### src/rtl/mem_port_arbiter_pkg.sv
// ---------------------------------------------------------------------------
// mem_port_arbiter_pkg
//   Shared types and helpers for the memory-port arbiter.
//   - state_e : arbiter FSM states (idle / burst in progress)
//   - grant_e : which cache owns the memory port
//   - idx_w() : word-index width for a block of a given word count
// ---------------------------------------------------------------------------
package mem_port_arbiter_pkg;

  typedef enum logic {
    ST_IDLE  = 1'b0,
    ST_BURST = 1'b1
  } state_e;

  typedef enum logic {
    GNT_I = 1'b0,
    GNT_D = 1'b1
  } grant_e;

  // Memory words are 32-bit, so the two lowest byte-address bits are always 0.
  localparam int BYTE_OFF_W = 2;

  function automatic int idx_w(input int block_words);
    return $clog2(block_words);
  endfunction

endpackage

### src/rtl/mem_port_arbiter_rr_arbiter2.sv
// ---------------------------------------------------------------------------
// rr_arbiter2
//   Combinational 2-way round-robin picker between the I-cache and D-cache.
//   A lone requester always wins; under contention the side that did not
//   win last time is picked.
// Ports
//   req_i      in  I-cache requesting
//   req_d      in  D-cache requesting
//   last_grant in  side that completed the most recent burst
//   gnt_i      out pick the I-cache
//   gnt_d      out pick the D-cache
// ---------------------------------------------------------------------------
module rr_arbiter2
  import mem_port_arbiter_pkg::*;
(
  input  logic   req_i,
  input  logic   req_d,
  input  grant_e last_grant,
  output logic   gnt_i,
  output logic   gnt_d
);

  assign gnt_d = req_d && (!req_i || (last_grant == GNT_I));
  assign gnt_i = req_i && (!req_d || (last_grant == GNT_D));

endmodule

### src/rtl/mem_port_arbiter.sv
// ---------------------------------------------------------------------------
// mem_port_arbiter
//   Shares one main-memory port between I-cache refills and D-cache
//   refills/write-backs. Each grant runs a full BLOCK_WORDS-word burst;
//   contention is resolved round-robin so neither cache can starve.
// Ports
//   clk, reset                       clock, synchronous active-high reset
//   ic_req/ic_addr                   I-cache refill request and block address
//   ic_rdata/ic_rvalid/ic_word/ic_done  I-cache refill beat interface
//   dc_req/dc_we/dc_addr/dc_wdata    D-cache request, direction, address, data
//   dc_rdata/dc_rvalid/dc_word/dc_done  D-cache beat interface
//   mem_req/mem_we/mem_addr/mem_wdata   memory command side
//   mem_rdata/mem_ack                memory response side (ack may stall)
//   busy                             burst in progress
// ---------------------------------------------------------------------------
module mem_port_arbiter
  import mem_port_arbiter_pkg::*;
#(
  parameter int ADDR_W      = 32,
  parameter int DATA_W      = 32,
  parameter int BLOCK_WORDS = 4,
  localparam int IDX_W      = idx_w(BLOCK_WORDS)
) (
  input  logic              clk,
  input  logic              reset,
  // I-cache side
  input  logic              ic_req,
  input  logic [ADDR_W-1:0] ic_addr,
  output logic [DATA_W-1:0] ic_rdata,
  output logic              ic_rvalid,
  output logic [IDX_W-1:0]  ic_word,
  output logic              ic_done,
  // D-cache side
  input  logic              dc_req,
  input  logic              dc_we,
  input  logic [ADDR_W-1:0] dc_addr,
  input  logic [DATA_W-1:0] dc_wdata,
  output logic [DATA_W-1:0] dc_rdata,
  output logic              dc_rvalid,
  output logic [IDX_W-1:0]  dc_word,
  output logic              dc_done,
  // Memory side
  output logic              mem_req,
  output logic              mem_we,
  output logic [ADDR_W-1:0] mem_addr,
  output logic [DATA_W-1:0] mem_wdata,
  input  logic [DATA_W-1:0] mem_rdata,
  input  logic              mem_ack,
  output logic              busy
);

  localparam int OFF = IDX_W + BYTE_OFF_W;
  localparam logic [IDX_W-1:0] LAST_WORD = IDX_W'(BLOCK_WORDS - 1);

  state_e                  state_q;
  grant_e                  gnt_q;
  grant_e                  last_grant_q;
  logic                    we_q;
  logic [ADDR_W-OFF-1:0]   blk_q;
  logic [IDX_W-1:0]        word_q;

  logic pick_i;
  logic pick_d;
  logic in_burst;
  logic beat;
  logic final_beat;
  logic is_i;
  logic is_d;

  // Offset bits of the incoming addresses are deliberately discarded: every
  // burst starts at word 0 of the block.
  logic unused_addr_bits;
  assign unused_addr_bits = ^{ic_addr[OFF-1:0], dc_addr[OFF-1:0]};

  rr_arbiter2 u_rr (
    .req_i     (ic_req),
    .req_d     (dc_req),
    .last_grant(last_grant_q),
    .gnt_i     (pick_i),
    .gnt_d     (pick_d)
  );

  assign in_burst   = (state_q == ST_BURST);
  assign beat       = in_burst && mem_ack;   // mem_ack in IDLE is ignored
  assign final_beat = beat && (word_q == LAST_WORD);
  assign is_i       = in_burst && (gnt_q == GNT_I);
  assign is_d       = in_burst && (gnt_q == GNT_D);

  // The FSM only samples requests in IDLE. A requester drops its req at the
  // edge that leaves BURST, so the following IDLE cycle never re-grants it.
  always_ff @(posedge clk) begin
    // NOTE: sequential state uses non-blocking assignments so every register
    // samples pre-edge values; blocking here would create order-dependent races.
    if (reset) begin
      state_q      <= ST_IDLE;
      gnt_q        <= GNT_I;
      last_grant_q <= GNT_I;
      we_q         <= 1'b0;
      blk_q        <= '0;
      word_q       <= '0;
    end else begin
      case (state_q)
        ST_IDLE: begin
          word_q <= '0;
          if (pick_d) begin
            gnt_q   <= GNT_D;
            we_q    <= dc_we;
            blk_q   <= dc_addr[ADDR_W-1:OFF];
            state_q <= ST_BURST;
          end else if (pick_i) begin
            gnt_q   <= GNT_I;
            we_q    <= 1'b0;
            blk_q   <= ic_addr[ADDR_W-1:OFF];
            state_q <= ST_BURST;
          end
        end
        ST_BURST: begin
          if (mem_ack) begin
            // Counter wraps to 0 naturally on the final beat.
            word_q <= word_q + IDX_W'(1);
            if (word_q == LAST_WORD) begin
              last_grant_q <= gnt_q;
              state_q      <= ST_IDLE;
            end
          end
        end
        default: state_q <= ST_IDLE;
      endcase
    end
  end

  // Memory command side, all derived from registered state.
  assign busy      = in_burst;
  assign mem_req   = in_burst;
  assign mem_we    = in_burst && we_q;
  assign mem_addr  = in_burst ? {blk_q, word_q, 2'b00} : '0;
  assign mem_wdata = (is_d && we_q) ? dc_wdata : '0;

  // Beat returns: read data passes straight through, qualified by the grant.
  assign ic_rdata  = mem_rdata;
  assign dc_rdata  = mem_rdata;
  assign ic_rvalid = is_i && beat;
  assign dc_rvalid = is_d && beat && !we_q;
  assign ic_word   = is_i ? word_q : '0;
  assign dc_word   = is_d ? word_q : '0;
  assign ic_done   = is_i && final_beat;
  assign dc_done   = is_d && final_beat;

endmodule

### config.mk
export PLATFORM = sky130hd
export DESIGN_NAME = mem_port_arbiter
export DESIGN_NICKNAME = d
export VERILOG_FILES = /design/src/rtl/mem_port_arbiter_pkg.sv /design/src/rtl/mem_port_arbiter_rr_arbiter2.sv /design/src/rtl/mem_port_arbiter.sv
export SDC_FILE = /design/constraint.sdc
export NUM_CORES = 1
export LEC_CHECK = 0
export ABC_CLOCK_PERIOD_IN_PS = 4100
export CORE_AREA = 2 2 106 108
export CTS_CLUSTER_DIAMETER = 120
export DETAILED_ROUTE_END_ITERATION = 12
export DIE_AREA = 0 0 108 110
export GPL_TIMING_DRIVEN = 0
export PLACE_DENSITY = 0.73
export SLEW_MARGIN = 10
export SYNTH_ARGS = -nofsm -noshare
export SYNTH_HDL_FRONTEND = slang
export SYNTH_HIERARCHICAL = 1
export SYNTH_SLANG_ARGS = --single-unit
### constraint.sdc
create_clock -name clk -period 4.1 [get_ports clk]
set_input_delay 0.41 -clock clk [delete_from_list [all_inputs] [get_ports clk]]
set_output_delay 0.41 -clock clk [all_outputs]
set_load 0.01 [all_outputs]
After elaboration in Yosys (flattened, before gate mapping)
Index checks and enable logic that the tools add are counted.
W data, S select, Z words.
{"block": "op_classes", "addsub": 1, "n_eq_ne": 2, "muxes": 16, "bitwise_logic": 3, "reduce_logical": 21}
{"cell": "$mux W32", "n": 2}
{"cell": "$mux W28", "n": 2}
{"cell": "$logic_and A1 B1 Y1", "n": 13}
{"cell": "$mux W1", "n": 7}
{"cell": "$mux W2", "n": 3}
{"cell": "$pmux W2 S2", "n": 1}
{"cell": "$logic_not A1 Y1", "n": 3}
{"cell": "$not A1 Y1", "n": 3}
{"cell": "$reduce_and A3 Y1", "n": 1}
{"cell": "$add A2 B1 Y2 const B", "n": 1}
{"cell": "$eq A2 B2 Y1 const B", "n": 1}
{"cell": "$logic_or A1 B1 Y1", "n": 2}
{"cell": "$ne A2 B2 Y1 const B", "n": 1}
{"cell": "$pmux W1 S2", "n": 1}
{"cell": "$reduce_and A2 Y1", "n": 1}
{"cell": "$reduce_bool A2 Y1", "n": 1}
{"block": "word_totals", "ff_bits": 34, "in_bits": 134, "output_inout_bits": 139, "wordCells": 49}

Depth between registers and ports, before layout
{"block": "logic_depth", "ltp_word": 6, "depth_mapped": 7, "mapped_depth_nobuf": 5}

Cells and area by module
Netlist, hierarchy kept.
{"module": "mem_port_arbiter", "n_inst": 1, "cells_per_inst": 270, "area_each_um2": 2528.7, "seq_area_each_um2": 680.7}
{"module": "rr_arbiter2", "n_inst": 1, "cells_per_inst": 3, "area_each_um2": 18.8, "seq_area_each_um2": 0.0}

Worst setup path after synthesis
Ideal clock, no wire load.
{"block": "synth_timing", "kind": "register to output", "start": "reg state_q (netlist: busy)", "end": "out ic_word[0]", "arrival_time_ns": 1.142, "t_required_ns": 3.690, "setup_slack_ns": 2.548, "stages_incl_launch_ff": 4, "path_buffers": 1, "cell_sequence": "dfxtp_1 -> clkbuf_1 -> and2_1 -> nor2b_1"}
{"block": "synth_between", "elab_chain_cells": 2}
{"item": "from (decl)", "line": "mem_port_arbiter.sv:55", "text": "state_e state_q;"}
{"item": "from (signal assigned)", "line": "mem_port_arbiter.sv:95", "text": "state_q <= ST_IDLE;"}
{"item": "from (signal assigned)", "line": "mem_port_arbiter.sv:109", "text": "state_q <= ST_BURST;"}
{"item": "from (signal assigned)", "line": "mem_port_arbiter.sv:114", "text": "state_q <= ST_BURST;"}
{"item": "$logic_and A1 B1 Y1", "line": "mem_port_arbiter.sv:86", "text": "assign is_i = in_burst && (gnt_q == GNT_I);"}
{"item": "$mux W2", "line": "mem_port_arbiter.sv:144", "text": "assign ic_word = is_i ? word_q : '0;"}
{"item": "to (decl)", "line": "mem_port_arbiter.sv:31", "text": "output logic [IDX_W-1:0] ic_word,"}
Every way passes these cells.

Final worst setup path
{"block": "layout_timing", "start": "reg state_q (netlist: busy)", "end": "out mem_addr[27]"}
{"block": "layout_between", "elab_chain_cells": 1}
{"item": "$mux W32", "line": "mem_port_arbiter.sv:136", "text": "assign mem_addr = in_burst ? {blk_q, word_q, 2'b00} : '0;"}
{"item": "to (decl)", "line": "mem_port_arbiter.sv:45", "text": "output logic [ADDR_W-1:0] mem_addr,"}
Every way passes these cells.

==> out/qor.yml <==
run_status:
  status: "completed"
clocking:
  clock-root-buffer: "clkbuf_8"
  cts.sinks: 34
  clock_latency_ps: 280
  cts_setup_buffers: 0
  cts_buffers: 5
  cts-htree-levels: 2
  cts_tree: "built"
  path_clk_slew_ps: 70
  postCtsHoldBufs: 0
  max-clock-path-buffers: 2
  cts_resized: 0
placed_design:
  dp_hpwl_um: 9700
  io_buffers: 230
  gp_congestion: 0.840
  place_ws_ps: 1700
setup_path:
  critPathKind: "reg2out"
  worstReg2RegEnd: "blk_q[8]$_SDFFE_PP0P_"
  reg2reg_depth: 5
  critical_path.max_stage_delay_ps: 550
  start_kind: "flip-flop"
  critPathSlowestCell: "clkdlybuf4s50_1"
  path_delay_family: "buffers and inverters"
  worst-path-buf-inv: 3
  cp_cell_sequence: "clkbuf_1, clkbuf_1, and2_1, clkdlybuf4s50_1"
  r2r_start: "last_grant_q$_SDFFE_PP0P_"
  path_max_fanout: 10
  arrival_ps: 2270
  rrSetupSlack_ps: 2360
  worst_setup_path_end_kind: "output pin"
  cp_common_cell: "clkbuf_1"
  required_ps: 3690
  path_depth: 4
worst_hold_path:
  whs_path_depth: 1
  hold_path_end: "blk_q[21]$_SDFFE_PP0P_"
  hold_class: "reg2reg"
  hold_start: "blk_q[21]$_SDFFE_PP0P_"
floorplan:
  io_pins: 273
  die_y_um: 110
  fp-row-count: 38
  die_w_um: 108
  dieArea_um2: 11900
  initial_core_util_pct: 23.8
  coreArea_um2: 10700
global_route:
  grt_overflow: 0
  grt_pass1_vias: 2786
  grt_busiest_layer: "met2"
  grt_max_degree: 11
  met3_usage_pct: 8.41
  grtUsageMet1_pct: 20.1
  use_met2_pct: 32.4
  antenna_found_initial: 0
  grt_pass1_wl_um: 16100
  grt_usage_pct: 18.2
cells_and_area:
  n_antenna_cell: 0
  nets: 646
  final_cell_mix: "230 x clkdlybuf4s50_1, 71 x buf_4, 63 x and2_1"
  ff_latch_area_um2: 681
  fillers: 1009
  layout_commonest_cell: "clkdlybuf4s50_1"
  area_growth_syn_to_layout_pct: 102
  multi_input_area_um2: 1260
  drive_gt1_share_pct: 20.5
synth:
  synth_top_family_by_area: "buffers and inverters"
  synth_ff_type: "dfxtp_1"
  muxShareOfSynthArea_pct: 11.8
  synth.area.top_cells: "dfxtp_1 27%, buf_4 21%, and2_1 15%, mux2i_1 12%, o2bb2ai_2 12%"
  ys_types: 28
  post_synth.cell_area_avg_um2: 9.33
  synthCells: 273
  synth_area_um2: 2550
  synth_edf_count: 0
  yosys_register_bits: 34
  ys_seq_area_share_pct: 26.7
  synth-xor-area-share_pct: 0.344
  synth_warnings: 6
  synthDominantCellAreaShare_pct: 26.7
  yosysTopAreaCell: "dfxtp_1"
  async_flop_share_pct: 0
  synth_compound_area_share_pct: 16.2
  synth_simple_gate_area_share_pct: 20.3
  synth_fa_ha_area_share_pct: 0.491
detailed_routing:
  wire_per_inst_um: 17.5
  vias: 2714
  dr.pass1.iters: 4
  antenna_left: 0
  wirelength_um: 11400
  drtIter0Drc: 70
  vias_per_cell: 4.16
  drc: 0
timing:
  max_freq_mhz: 374
  final-hold-violation-count: 0
  setup_ws_ps: 1420
  period_share_pct: 65.3
  finalMaxSlewViolations: 0
  rsz0062_at_grt: "false"
  setup-tns-final_ps: 0
  setup_viol: 0
  fin_crit_ps: 2680
  finClkSkew_ps: 10.2
job:
  cap_violations: 0
pwr:
  p_leak_nw: 2.13
  powerDensity_nw_per_um2: 201
  max-vdd-ir-drop_mv: 0.110
==> layout make-up <==
class                      count  share of cell area (%)
multi-input combinational    153                    24.5
buffer                        84                    11.7
timing repair buffer         230                    44.8
tap                          140                    3.41
sequential                    34                    13.2
inverter                       3                   0.219
clock buffer                   8                    2.14
==> stage by stage <==
step / utilization, % / total power [mW] / cells / area, um^2 / hold slack [ps]
floorplan: - / 0.538 / 274 / 2550 / 424
global placement: 47.0 / 0.745 / 644 / 5030 / 436
detailed placement: 47.0 / 0.750 / 644 / 5030 / 443
CTS: 48.0 / 1.05 / 652 / 5140 / 463
global route: 48.0 / 1.08 / 652 / 5140 / 479
finish: 48.0 / 1.03 / 652 / 5140 / 463
==> logic make-up after synthesis <==
group                      count (synthesis)
adders and majority gates                  1
and+or+nand+nor                           85
muxes                                     30
AOI/OAI and AO/OA                         34
xor gates and xnor gates                   1
DFF                                       34
other                                      1
buffers and inverters                     87
==> routing by layer <==
layer / routed length [um] / vias up
met3: 1420 / 6
met2: 5520 / 150
met4: 95 / 0
met5: 0 / -
met1: 4360 / 1246
li1: - / 1312
==> cell usage after synthesis (3+ instances only) <==
library cell and n:
nor2b_1 3, o2bb2ai_1 8, and3_1 4, clkbuf_1 7
mux2i_1 30, dfxtp_1 34, buf_4 71, buf_2 3
o2bb2ai_2 20, and2_1 63, nor2_1 5, inv_1 3
==> how the worst max path moves through the flow <==
stage | start | to | slack (ps)
floorplan | busy$_SDFF_PP0_ | ic_word[0] | 2550
global placement | busy$_SDFF_PP0_ | mem_addr[27] | 1720
detailed placement | dc_req | blk_q[13]$_SDFFE_PP0P_ | 1700
CTS | busy$_SDFF_PP0_ | mem_addr[27] | 1390
global route | busy$_SDFF_PP0_ | mem_addr[27] | 1220
finish | busy$_SDFF_PP0_ | mem_addr[27] | 1420
==> flip-flops by register name (all words and copies together), names as in the netlist <==
signal / flops
we_q: 1
blk_q: 28
word_q: 2
last_grant_q: 1
gnt_q: 1
busy: 1
==> power breakdown <==
| group | switching, mW | internal (mW) |
|---|---|---|
| logic | 0.125 | 0.244 |
| registers | 0.0159 | 0.354 |
| clock network | 0.123 | 0.170 |
(Power assumes the default switching activity.)
